$ cat src/rtl/pgm_pkg.sv
// Shared definitions for the packet-generator session controller:
// control-packet field positions, op codes, register map and FSM states.
package pgm_pkg;

    localparam int CW = 134;

    localparam logic [7:0] LMID = 8'd60;
    localparam logic [7:0] NMID = 8'd61;

    // Control-packet field positions
    localparam int HDR_MSB  = 133;
    localparam int HDR_LSB  = 132;
    localparam int RESP_MSB = 127;
    localparam int RESP_LSB = 124;
    localparam int OP_MSB   = 126;
    localparam int OP_LSB   = 124;
    localparam int MID_MSB  = 103;
    localparam int MID_LSB  = 96;
    localparam int ADDR_MSB = 95;
    localparam int ADDR_LSB = 64;
    localparam int DATA_MSB = 31;
    localparam int DATA_LSB = 0;

    localparam logic [1:0] HDR_FIRST = 2'b01;
    localparam logic [1:0] HDR_LAST  = 2'b10;

    localparam logic [2:0] OP_WR    = 3'b010;
    localparam logic [2:0] OP_RD    = 3'b001;
    localparam logic [3:0] RESP_NIB = 4'b1011;

    // Register map
    localparam logic [31:0] REG_CTRL       = 32'h0;
    localparam logic [31:0] REG_PKT_TARGET = 32'h1;
    localparam logic [31:0] REG_CYC_LIMIT  = 32'h2;
    localparam logic [31:0] REG_STATUS     = 32'h3;
    localparam logic [31:0] REG_PKT_CNT    = 32'h4;
    localparam logic [31:0] REG_CYC_CNT    = 32'h5;

    typedef enum logic [1:0] {
        ST_IDLE = 2'd0,
        ST_RUN  = 2'd1,
        ST_FIN  = 2'd2,
        ST_DONE = 2'd3
    } pgm_state_t;

    function automatic logic [31:0] sat_inc(input logic [31:0] v);
        return (v == 32'hFFFF_FFFF) ? v : v + 32'd1;
    endfunction

endpackage

$ cat src/rtl/pgm_cfg_if.sv
// Control-stream front end: decodes packets addressed to this module, holds
// the configuration registers, answers reads and forwards every word one cycle later.
module pgm_cfg_if
    import pgm_pkg::*;
#(
    parameter logic [7:0] MID = LMID
) (
    input  logic          clk,
    input  logic          rst_n,
    input  logic [CW-1:0] cin_data,
    input  logic          cin_data_wr,
    input  logic          cin_ready,
    output logic [CW-1:0] cout_data,
    output logic          cout_data_wr,
    input  logic [1:0]    state,
    input  logic          ram_loaded,
    input  logic          start_err,
    input  logic [31:0]   pkt_cnt,
    input  logic [31:0]   cyc_cnt,
    output logic          start_stb,
    output logic          stop_stb,
    output logic          clear_stb,
    output logic          bypass,
    output logic [31:0]   pkt_target,
    output logic [31:0]   cyc_limit
);

    logic          accept;
    logic          hit;
    logic          is_wr;
    logic          is_rd;
    logic [31:0]   addr;
    logic [31:0]   wdata;
    logic [31:0]   rdata;
    logic [CW-1:0] fwd_word;

    logic [CW-1:0] cout_data_reg;
    logic          cout_data_wr_reg;
    logic          start_stb_reg;
    logic          stop_stb_reg;
    logic          clear_stb_reg;
    logic          bypass_reg;
    logic [31:0]   pkt_target_reg;
    logic [31:0]   cyc_limit_reg;

    assign accept = cin_data_wr && cin_ready;
    assign hit    = accept
                 && (cin_data[HDR_MSB:HDR_LSB] == HDR_FIRST)
                 && (cin_data[MID_MSB:MID_LSB] == MID);
    assign is_wr  = hit && (cin_data[OP_MSB:OP_LSB] == OP_WR);
    assign is_rd  = hit && (cin_data[OP_MSB:OP_LSB] == OP_RD);
    assign addr   = cin_data[ADDR_MSB:ADDR_LSB];
    assign wdata  = cin_data[DATA_MSB:DATA_LSB];

    always_comb begin
        rdata = 32'hFFFF_FFFF;
        case (addr)
            REG_CTRL:       rdata = 32'h0;
            REG_PKT_TARGET: rdata = pkt_target_reg;
            REG_CYC_LIMIT:  rdata = cyc_limit_reg;
            REG_STATUS:     rdata = {28'h0, start_err, ram_loaded, state};
            REG_PKT_CNT:    rdata = pkt_cnt;
            REG_CYC_CNT:    rdata = cyc_cnt;
            default:        rdata = 32'hFFFF_FFFF;
        endcase
    end

    // Read responses keep every bit except the response nibble and the data field.
    always_comb begin
        fwd_word = cin_data;
        if (is_rd) begin
            fwd_word[RESP_MSB:RESP_LSB] = RESP_NIB;
            fwd_word[DATA_MSB:DATA_LSB] = rdata;
        end
    end

    always_ff @(posedge clk or negedge rst_n) begin
        if (!rst_n) begin
            cout_data_reg    <= '0;
            cout_data_wr_reg <= 1'b0;
            start_stb_reg    <= 1'b0;
            stop_stb_reg     <= 1'b0;
            clear_stb_reg    <= 1'b0;
            bypass_reg       <= 1'b0;
            pkt_target_reg   <= '0;
            cyc_limit_reg    <= '0;
        end else begin
            cout_data_wr_reg <= accept;
            if (accept) begin
                cout_data_reg <= fwd_word;
            end
            start_stb_reg <= 1'b0;
            stop_stb_reg  <= 1'b0;
            clear_stb_reg <= 1'b0;
            if (is_wr) begin
                case (addr)
                    REG_CTRL: begin
                        start_stb_reg <= wdata[0];
                        stop_stb_reg  <= wdata[1];
                        bypass_reg    <= wdata[2];
                        clear_stb_reg <= wdata[3];
                    end
                    REG_PKT_TARGET: pkt_target_reg <= wdata;
                    REG_CYC_LIMIT:  cyc_limit_reg  <= wdata;
                    default: ;
                endcase
            end
        end
    end

    assign cout_data    = cout_data_reg;
    assign cout_data_wr = cout_data_wr_reg;
    assign start_stb    = start_stb_reg;
    assign stop_stb     = stop_stb_reg;
    assign clear_stb    = clear_stb_reg;
    assign bypass       = bypass_reg;
    assign pkt_target   = pkt_target_reg;
    assign cyc_limit    = cyc_limit_reg;

endmodule

$ cat src/rtl/pgm_ctrl.sv
// Packet-generator session controller: run FSM, packet/cycle counters and
// generator flags, with configuration through pgm_cfg_if on the control stream.
module pgm_ctrl
    import pgm_pkg::*;
(
    input  logic          clk,
    input  logic          rst_n,
    input  logic          ram_loaded,
    input  logic          pkt_sent,
    output logic          pgm_bypass_flag,
    output logic          pgm_sent_start_flag,
    output logic          pgm_sent_finish_flag,
    output logic          run_done,
    input  logic [CW-1:0] cin_data,
    input  logic          cin_data_wr,
    output logic          cout_ready,
    output logic [CW-1:0] cout_data,
    output logic          cout_data_wr,
    input  logic          cin_ready
);

    pgm_state_t  state_reg;
    pgm_state_t  state_next;
    logic [31:0] pkt_cnt_reg;
    logic [31:0] pkt_cnt_next;
    logic [31:0] cyc_cnt_reg;
    logic [31:0] cyc_cnt_next;
    logic        start_err_reg;
    logic        start_err_next;

    logic        start_stb;
    logic        stop_stb;
    logic        clear_stb;
    logic        bypass;
    logic [31:0] pkt_target;
    logic [31:0] cyc_limit;

    logic [32:0] pkt_sum;
    logic        pkt_hit;
    logic        cyc_hit;
    logic        finish_cond;

    pgm_cfg_if #(
        .MID(LMID)
    ) u_cfg (
        .clk         (clk),
        .rst_n       (rst_n),
        .cin_data    (cin_data),
        .cin_data_wr (cin_data_wr),
        .cin_ready   (cin_ready),
        .cout_data   (cout_data),
        .cout_data_wr(cout_data_wr),
        .state       (state_reg),
        .ram_loaded  (ram_loaded),
        .start_err   (start_err_reg),
        .pkt_cnt     (pkt_cnt_reg),
        .cyc_cnt     (cyc_cnt_reg),
        .start_stb   (start_stb),
        .stop_stb    (stop_stb),
        .clear_stb   (clear_stb),
        .bypass      (bypass),
        .pkt_target  (pkt_target),
        .cyc_limit   (cyc_limit)
    );

    // Look ahead by one packet so the finish flag covers the whole final packet.
    assign pkt_sum     = {1'b0, pkt_cnt_reg} + 33'(pkt_sent);
    assign pkt_hit     = (pkt_target != '0) && (pkt_sum >= ({1'b0, pkt_target} - 33'd1));
    assign cyc_hit     = (cyc_limit != '0) && (cyc_cnt_reg >= cyc_limit);
    assign finish_cond = stop_stb || pkt_hit || cyc_hit;

    always_comb begin
        state_next     = state_reg;
        pkt_cnt_next   = pkt_cnt_reg;
        cyc_cnt_next   = cyc_cnt_reg;
        start_err_next = start_err_reg;
        if (clear_stb) begin
            start_err_next = 1'b0;
        end
        case (state_reg)
            ST_IDLE: begin
                if (start_stb && !stop_stb) begin
                    if (ram_loaded) begin
                        pkt_cnt_next = '0;
                        cyc_cnt_next = '0;
                        state_next   = ST_RUN;
                    end else begin
                        start_err_next = 1'b1;
                    end
                end
            end
            ST_RUN: begin
                cyc_cnt_next = sat_inc(cyc_cnt_reg);
                if (pkt_sent) begin
                    pkt_cnt_next = sat_inc(pkt_cnt_reg);
                end
                if (finish_cond) begin
                    state_next = ST_FIN;
                end
            end
            ST_FIN: begin
                if (pkt_sent) begin
                    pkt_cnt_next = sat_inc(pkt_cnt_reg);
                    state_next   = ST_DONE;
                end
            end
            ST_DONE: begin
                if (clear_stb) begin
                    state_next = ST_IDLE;
                end
            end
            default: state_next = ST_IDLE;
        endcase
    end

    always_ff @(posedge clk or negedge rst_n) begin
        if (!rst_n) begin
            state_reg     <= ST_IDLE;
            pkt_cnt_reg   <= '0;
            cyc_cnt_reg   <= '0;
            start_err_reg <= 1'b0;
        end else begin
            state_reg     <= state_next;
            pkt_cnt_reg   <= pkt_cnt_next;
            cyc_cnt_reg   <= cyc_cnt_next;
            start_err_reg <= start_err_next;
        end
    end

    assign pgm_bypass_flag      = bypass && (state_reg == ST_IDLE);
    assign pgm_sent_start_flag  = (state_reg == ST_RUN) || (state_reg == ST_FIN);
    assign pgm_sent_finish_flag = (state_reg == ST_FIN);
    assign run_done             = (state_reg == ST_DONE);
    assign cout_ready           = cin_ready;

endmodule
$ cat config.mk
export PLATFORM = sky130hd
export DESIGN_NAME = pgm_ctrl
export DESIGN_NICKNAME = d
export VERILOG_FILES = /design/src/rtl/pgm_pkg.sv /design/src/rtl/pgm_cfg_if.sv /design/src/rtl/pgm_ctrl.sv
export SDC_FILE = /design/constraint.sdc
export NUM_CORES = 1
export LEC_CHECK = 0
export ABC_AREA = 1
export CAP_MARGIN = 20
export CORE_MARGIN = 2
export CORE_UTILIZATION = 35
export CTS_CLUSTER_SIZE = 12
export DETAILED_ROUTE_END_ITERATION = 12
export GPL_TIMING_DRIVEN = 0
export PLACE_DENSITY = 0.61
export REMOVE_ABC_BUFFERS = 1
export SYNTH_ARGS = -nofsm -noshare
export SYNTH_HDL_FRONTEND = slang
export SYNTH_SLANG_ARGS = --single-unit
$ cat constraint.sdc
create_clock -name clk -period 5.38 [get_ports clk]
set_clock_uncertainty 0.05 [all_clocks]
set_input_delay 1.076 -clock clk [delete_from_list [all_inputs] [get_ports clk]]
set_output_delay 1.076 -clock clk [all_outputs]
set_load 0.005 [all_outputs]
Word-level counts from Yosys, hierarchy flattened
Index checks and enable logic that the tools add are counted.
{"block": "classes", "n_reduce_logical": 26, "order_cmp": 2, "addsub": 4, "mux": 26, "eq_ne": 22}
{"op": "32-bit two-way mux", "count": 6}
{"op": "32-bit case mux with 6 select lines", "count": 1}
{"op": "32-bit case mux with 2 select lines", "count": 2}
{"op": "32-bit by 1-bit adder with 32-bit output, second input constant", "count": 2}
{"op": "32-bit by 2-bit equality test with 1-bit output, second input constant", "count": 2}
{"op": "32-bit by 3-bit equality test with 1-bit output, second input constant", "count": 2}
{"op": "32-bit equality test, second input constant", "count": 2}
{"op": "32-bit nonzero test", "count": 2}
{"op": "32-bit by 1-bit adder with 33-bit output", "count": 1}
{"op": "33-bit greater-or-equal comparator", "count": 1}
{"op": "32-bit by 1-bit subtractor with 33-bit output, second input constant", "count": 1}
{"op": "32-bit by 1-bit equality test with 1-bit output, second input constant", "count": 1}
{"op": "32-bit greater-or-equal comparator", "count": 1}
{"op": "32-bit logical NOT", "count": 1}
{"op": "2-bit inequality test, second input constant", "count": 6}
{"op": "1-bit two-way mux", "count": 10}
{"op": "2-bit two-way mux", "count": 5}
{"op": "5-bit AND reduction", "count": 2}
{"op": "1-bit logical AND", "count": 9}
{"op": "8-bit by 6-bit equality test with 1-bit output, second input constant", "count": 1}
{"op": "2-bit case mux with 4 select lines", "count": 1}
{"op": "2-bit AND reduction", "count": 3}
{"op": "2-bit by 1-bit equality test with 1-bit output, second input constant", "count": 2}
{"op": "2-bit equality test, second input constant", "count": 2}
{"op": "10 further kinds", "count": 14}
{"block": "word_totals", "input_bits": 140, "output_inout_bits": 140, "reg_bits": 270, "elab_cells": 92}

Logic depth before layout (Yosys ltp)
{"block": "depth", "depth_word": 7, "depth_mapped": 25, "mapped_depth_nobuf": 25}

Modules after synthesis
Synthesis repeated with hierarchy kept, for this count alone.
{"block": "unflattened", "cells_unflattened": 2401, "hier_area_um2": 16953.8}
{"module": "pgm_cfg_if", "area_each_um2": 9526.6, "cells_each": 1262, "instances": 1, "seq_area_each_um2": 5079.9}
{"module": "pgm_ctrl", "area_each_um2": 7427.1, "cells_each": 1139, "instances": 1, "seq_area_each_um2": 1676.6}

Least setup slack after synthesis
Ideal clock, no wire load.
{"block": "synth_path", "path_type": "input -> register", "startpoint": "in pkt_sent", "endpoint": "reg state_reg[0]", "n_path_buf": 0, "setup_ns": 0.117, "required_time_ns": 5.213, "stages": 22, "setup_slack_ns": 1.645, "arrival_time_ns": 3.569, "cell_sequence": "ha_1 -> ha_1 -> inv_1 -> nor2_2 -> inv_2 -> nor3_2 -> nand3_1 -> nor2_1 -> nand4_1 -> xnor2_1 -> ha_1 -> nand2_1 -> nor3_1 -> nand2_1 -> nand2_1 -> nand2_1 -> nand2_1 -> nand2_1 -> nand3_1 -> nand2_1 -> nand2_1 -> nand2_1"}
{"block": "synth_via", "elab_chain_len": 7, "word_cells_on_any_way": 8, "classes_between": "add/sub (1); order compare (1); eq/ne (2); reduce/logical (4)"}
{"item": "from (decl)", "line_no": "pgm_ctrl.sv:9", "text": "input logic pkt_sent,"}
{"item": "32-bit by 1-bit adder with 33-bit output", "line_no": "pgm_ctrl.sv:67", "text": "assign pkt_sum = {1'b0, pkt_cnt_reg} + 33'(pkt_sent);"}
{"item": "33-bit greater-or-equal comparator", "line_no": "pgm_ctrl.sv:68", "text": "assign pkt_hit = (pkt_target != '0) && (pkt_sum >= ({1'b0, pkt_target} - 33'd1));"}
{"item": "1-bit logical AND", "line_no": "pgm_ctrl.sv:68"}
{"item": "1-bit logical OR (2 in a row)", "line_no": "pgm_ctrl.sv:70", "text": "assign finish_cond = stop_stb || pkt_hit || cyc_hit;"}
{"item": "2-bit inequality test (no source line)"}
{"item": "5-bit AND reduction (no source line) *"}
{"item": "to (signal assigned)", "line_no": "pgm_ctrl.sv:123", "text": "state_reg <= state_next;"}
{"item": "to (decl)", "line_no": "pgm_ctrl.sv:22", "text": "pgm_state_t state_reg;"}
Mark *: on every way between the ends. The rest lies on a longest branch, timed or not.
A chain may end at the register's enable or synchronous reset.

Worst setup path after layout
{"block": "layout_path", "startpoint": "reg state_reg[1]", "endpoint": "reg cyc_cnt_reg[16]"}
{"block": "layout_via", "elab_chain_len": 3, "word_cells_on_any_way": 8, "classes_between": "eq/ne (4); mux (1); reduce/logical (3)"}
{"item": "2-bit by 1-bit equality test with 1-bit output / 2-bit logical NOT (equally long branches)", "line_no": "pgm_ctrl.sv:80", "text": "case (state_reg)"}
{"item": "2-bit inequality test (no source line) / 2-bit nonzero test (equally long branches)"}
{"item": "4-bit AND reduction (no source line)"}
{"item": "to (signal assigned)", "line_no": "pgm_ctrl.sv:125", "text": "cyc_cnt_reg <= cyc_cnt_next;"}
{"item": "to (decl)", "line_no": "pgm_ctrl.sv:26", "text": "logic [31:0] cyc_cnt_reg;"}
Parallel ways exist; a longest one is shown, timed or not.

==> flow_results.org <==
** Run status
- Status :: finished clean

** GRT
- Aggregate global-route resource usage :: 21.84%
- Global route total overflow :: 0
- Number of antenna violations at the first check in global routing :: 0
- Entering global routing, the biggest net connects 107 pins.
- Vias in the first global route :: 15889
- Global-route wire length before repair :: 87.08 mm

** STA
- The final critical path takes up 91.89% of the cycle.
- Shortest period the worst path allows :: 4.944 ns
- Setup repair after global routing left no endpoint under its margin.
- Final hold analysis gives a worst-case slack of 0.4276 ns.
- For the pin with the worst max-slew slack, the measured transition is 1.202 ns.
- For the final routed database, the setup TNS stands at 0 ns.
- After layout, the worst setup slack is between 0.4 and 0.5 ns.
- The worst pin sits at a relative slew slack of 19.88%.
- The number of endpoints with negative hold slack in the final report came to 0.
- Static timing analysis puts the maximum clock frequency at 202.3 MHz.
- Number of setup violations in the final report :: 0
- The final number of max-transition violations is 0.

** Place
- Routability-driven placement finished with a final weighted congestion of 0.9436.
- PortBufs :: 279
- Worst slack after detailed placement :: 0.2305 ns
- DP Wirelength :: 40.45 mm
- After detailed placement, the total cell area comes to 0.02010 sq mm.

** Setup path
- Required time of the critical path :: 5.76 ns
- Startpoint type of the worst setup path :: flop
- Worst flop-to-flop path endpoint :: cyc_cnt_reg[16]
- Arrival time of data at the critical path endpoint :: between 5 and 6 ns
- Flop2flop setup slack :: 0.44 ns
- Crit. End Element :: flop
- Counting cells, the worst reg-to-reg path comes to 8.
- The critical path in this run is classified as flop to flop.
- The worst register-to-register path begins at state_reg[1].
- Maximum net fanout on the critical path :: 32

** Min path
- For hold timing, the worst endpoint is u_cfg.cout_data[12].
- Path category of the worst min-delay check :: flop to flop
- The worst hold path was traced through 2 stages.
- Hold Path Origin :: u_cfg.cout_data[12]

** Clocking
- Insertion delay of the later-clocked pin in the worst-skew pair :: 0.54 ns
- In this run the number of H-tree levels came out at 2.
- Post-CTS timing repair inserted 0 buffers for setup.
- TritonCTS built the clock tree.
- Cell at the root of the clock tree :: sky130_fd_sc_hd__clkbuf_16
- Number of cells upsized or downsized after cts :: 0
- Number of clock buffers inserted by TritonCTS :: 34
- Clock edge transition at the registers on the reported setup and hold paths :: 0.06 ns
- Sink count of the clock tree :: 270
- Cts hold-fix bufs :: 0
- Max clock buf depth :: 3

** Yosys
- Multiplexer share of the synthesized area :: 0%
- After technology mapping, the gate count stands at 2298.
- The synthesized netlist occupies a cell area of 0.01685 sq mm.
- Synth Area in Simple Gates :: 32.80%
- Sequential-to-total area share from yosys stat :: 40.11%
- In this run the mean area of a mapped cell was 7.331 sq um.
- Compound-cell area share of the yosys netlist :: around 7.7%
- Share of synthesized cell area in full adder, half adder and majority cells :: under 10%
- Of the total synthesized cell area, the portion taken by XOR and XNOR cells is 5.355%.
- Ys Warns :: 0
- Largest family of logic cells by synthesized area :: simple AND/OR/NAND/NOR gates
- Synthesis instantiated 48 different standard cells from the library.
- Counting flops and latches in the post-synthesis netlist gives 270.

** Cells and area
- Proportion of layout cells with a drive suffix above 1 :: between 4 and 5%
- Number of nets in the layout :: 2723
- Summing all multi-input logic gate instances after layout gives 0.008677 sq mm.
- Final cell area excluding filler cells :: 0.02127 sq mm
- Filler cells :: around 5000
- The number of antenna diodes in the final layout is 0.
- Summing all flip-flop and latch instances after layout gives around 0.0068 sq mm.
- Max FFs per register :: 134
- From synthesis to final layout, the design area changed by 26.26%.

** Power and ir drop
- Ratio of total power to cell area :: 248.1 mW/mm^2
- For this design the static power due to leakage is 10.20 nW.
- Worst vdd ir :: 0.2182 mV
- The completed layout was analyzed and its total power is 0.005277 W.

** Routing
- After detailed routing, the number of vias per cell comes to ~5.0.
- The routed layout has 15757 vias.
- Detailed-route wire length per cell :: 17.10 um
- Post-DRT Antenna Nets :: 0
- Detailed-routing iteration count for the pre-antenna-repair pass :: 5
- The first routing iteration left 910 violations.
- After detailed routing, the number of remaining DRC violations is 0.
- For this block, the routed nets add up to approximately 54 mm of wire.

** Floorplanning
- 280 I/O pins were placed.
- Die outline height :: 223.4 um
- The core region is 0.04765 sq mm.
- Initial Utilization :: 35.36%
- Die outline width :: ~220 um
- Row count :: 80
- Die Outline Area :: between 0.04 and 0.05 sq mm

** Run
- Maxcap violations :: 0
-- critical path, stage by stage (launching register included) --
cell and delay (ns):
sky130_fd_sc_hd__dfrtp_1 0.43, sky130_fd_sc_hd__inv_1 0.10, sky130_fd_sc_hd__ha_1 0.95, sky130_fd_sc_hd__inv_1 0.64, sky130_fd_sc_hd__nor3_1 0.45, sky130_fd_sc_hd__nand4_1 0.13
sky130_fd_sc_hd__nand2_1 0.77, sky130_fd_sc_hd__clkinvlp_4 0.87, sky130_fd_sc_hd__o21ai_0 0.40
-- worst max path at each step --
stage,startpoint,end,slack (ns),depth (start not counted)
after detailed placement,pkt_sent,state_reg[1],0.23,24
after floorplan,cin_ready,u_cfg.cout_data[18],-2.35,9
after global placement,rst_n,u_cfg.cout_data[29],-8.90,1
after global routing,state_reg[1],cyc_cnt_reg[16],0.1,8
after CTS,state_reg[1],cyc_cnt_reg[9],0.38,8
final,state_reg[1],cyc_cnt_reg[16],0.44,8
-- cells in the final DEF, fill, tap and decap left out, types with 4 or more instances in the layout --
master                            netlist  final
sky130_fd_sc_hd__nand4_1               65     65
sky130_fd_sc_hd__ha_1                  74     74
sky130_fd_sc_hd__nor2_1               193    193
sky130_fd_sc_hd__o21ai_1               12     12
sky130_fd_sc_hd__inv_2                  7      7
sky130_fd_sc_hd__nor4_1                11     11
sky130_fd_sc_hd__nor2_4                 5      5
sky130_fd_sc_hd__clkbuf_16              0     35
sky130_fd_sc_hd__nor3_1                43     43
sky130_fd_sc_hd__inv_1                219    217
sky130_fd_sc_hd__clkbuf_8               0      5
sky130_fd_sc_hd__o31ai_1                9      9
sky130_fd_sc_hd__clkinv_2               0      7
sky130_fd_sc_hd__nand2_1              723    720
sky130_fd_sc_hd__xnor2_1               38     38
sky130_fd_sc_hd__o21ai_0              172    172
sky130_fd_sc_hd__nand3_1              152    151
sky130_fd_sc_hd__bufinv_16              0      5
sky130_fd_sc_hd__nand3b_1              33     33
sky130_fd_sc_hd__buf_16                 0      5
sky130_fd_sc_hd__dfrtp_1              270    270
sky130_fd_sc_hd__nor3_2                 7      6
sky130_fd_sc_hd__clkdlybuf4s50_1        0    278
sky130_fd_sc_hd__a21oi_1               34     34
sky130_fd_sc_hd__nand2_2                7      9
sky130_fd_sc_hd__xor2_1                65     65
sky130_fd_sc_hd__nor2_2                13     13
sky130_fd_sc_hd__a21o_1                 4      4
-- per-stage QoR --
step	cells	utilization (%)
floorplan	2183	-
global placement	3077	41.61
detailed placement	3088	42.19
CTS	3146	44.64
global route	3146	44.64
finish	3146	44.64
-- cell type report --
type / instances / area share, %
clock buffers: 43 / 4.494
clock inverters: 15 / 0.9882
multi-input cells: 1684 / 40.79
repair buffers: 290 / 14.26
well taps: 615 / 3.618
inverters: 229 / 4.082
flip-flops and latches: 270 / 31.76
-- per-layer routing --
metal | GRT usage [%] | part of all wire [%]
met1 | 28.96 | 44
met2 | 36.52 | 47
met3 | 3.780 | 5.8
met4 | 6.452 | 2.7
met5 | 0 | 0
-- synthesized netlist by cell type, drive strengths merged --
library cell    n  area (sq um)
a22oi           1         7.510
a21oi          35         186.4
nor3           51         301.5
xor2           65         569.3
ha             74         925.9
nor3b           1         7.510
nand3         153         778.3
o21bai          1         7.510
nor4           11         68.82
clkinv          2         7.510
nand2         731          2769
o21ai         188         963.4
o21a            2         15.01
and2            1         6.260
or2             3         18.77
o2bb2ai         1         8.760
nor2          211         862.1
o31ai           9         67.56
o22ai           1         6.260
buf            60         372.9
nand3b         33         247.7
xnor2          38         332.8
clkbuf         55         209.0
inv           227         854.6
a21o            4         30.03
and3            2         12.51
dfrtp         270          6756
nand4          68         452.9
-- power breakdown --
| part | leakage [nW] | switching, W | internal [W] |
|---|---|---|---|
| Clock | 0.578 | 0.000925 | 0.00150 |
| Combinational | 6.17 | 0.000258 | 0.000370 |
| Sequential | 3.44 | 0.0000699 | 0.00216 |
-- cells by family after synthesis --
family / count (synthesis)
AO/OA/AOI/OAI: 242
flip-flops: 270
XOR/XNOR: 103
buffers and inverters: 344
AND/OR/NAND/NOR: 1265
adder cells (fa/ha/maj): 74
Note: power is estimated with default switching activity, not from simulation.
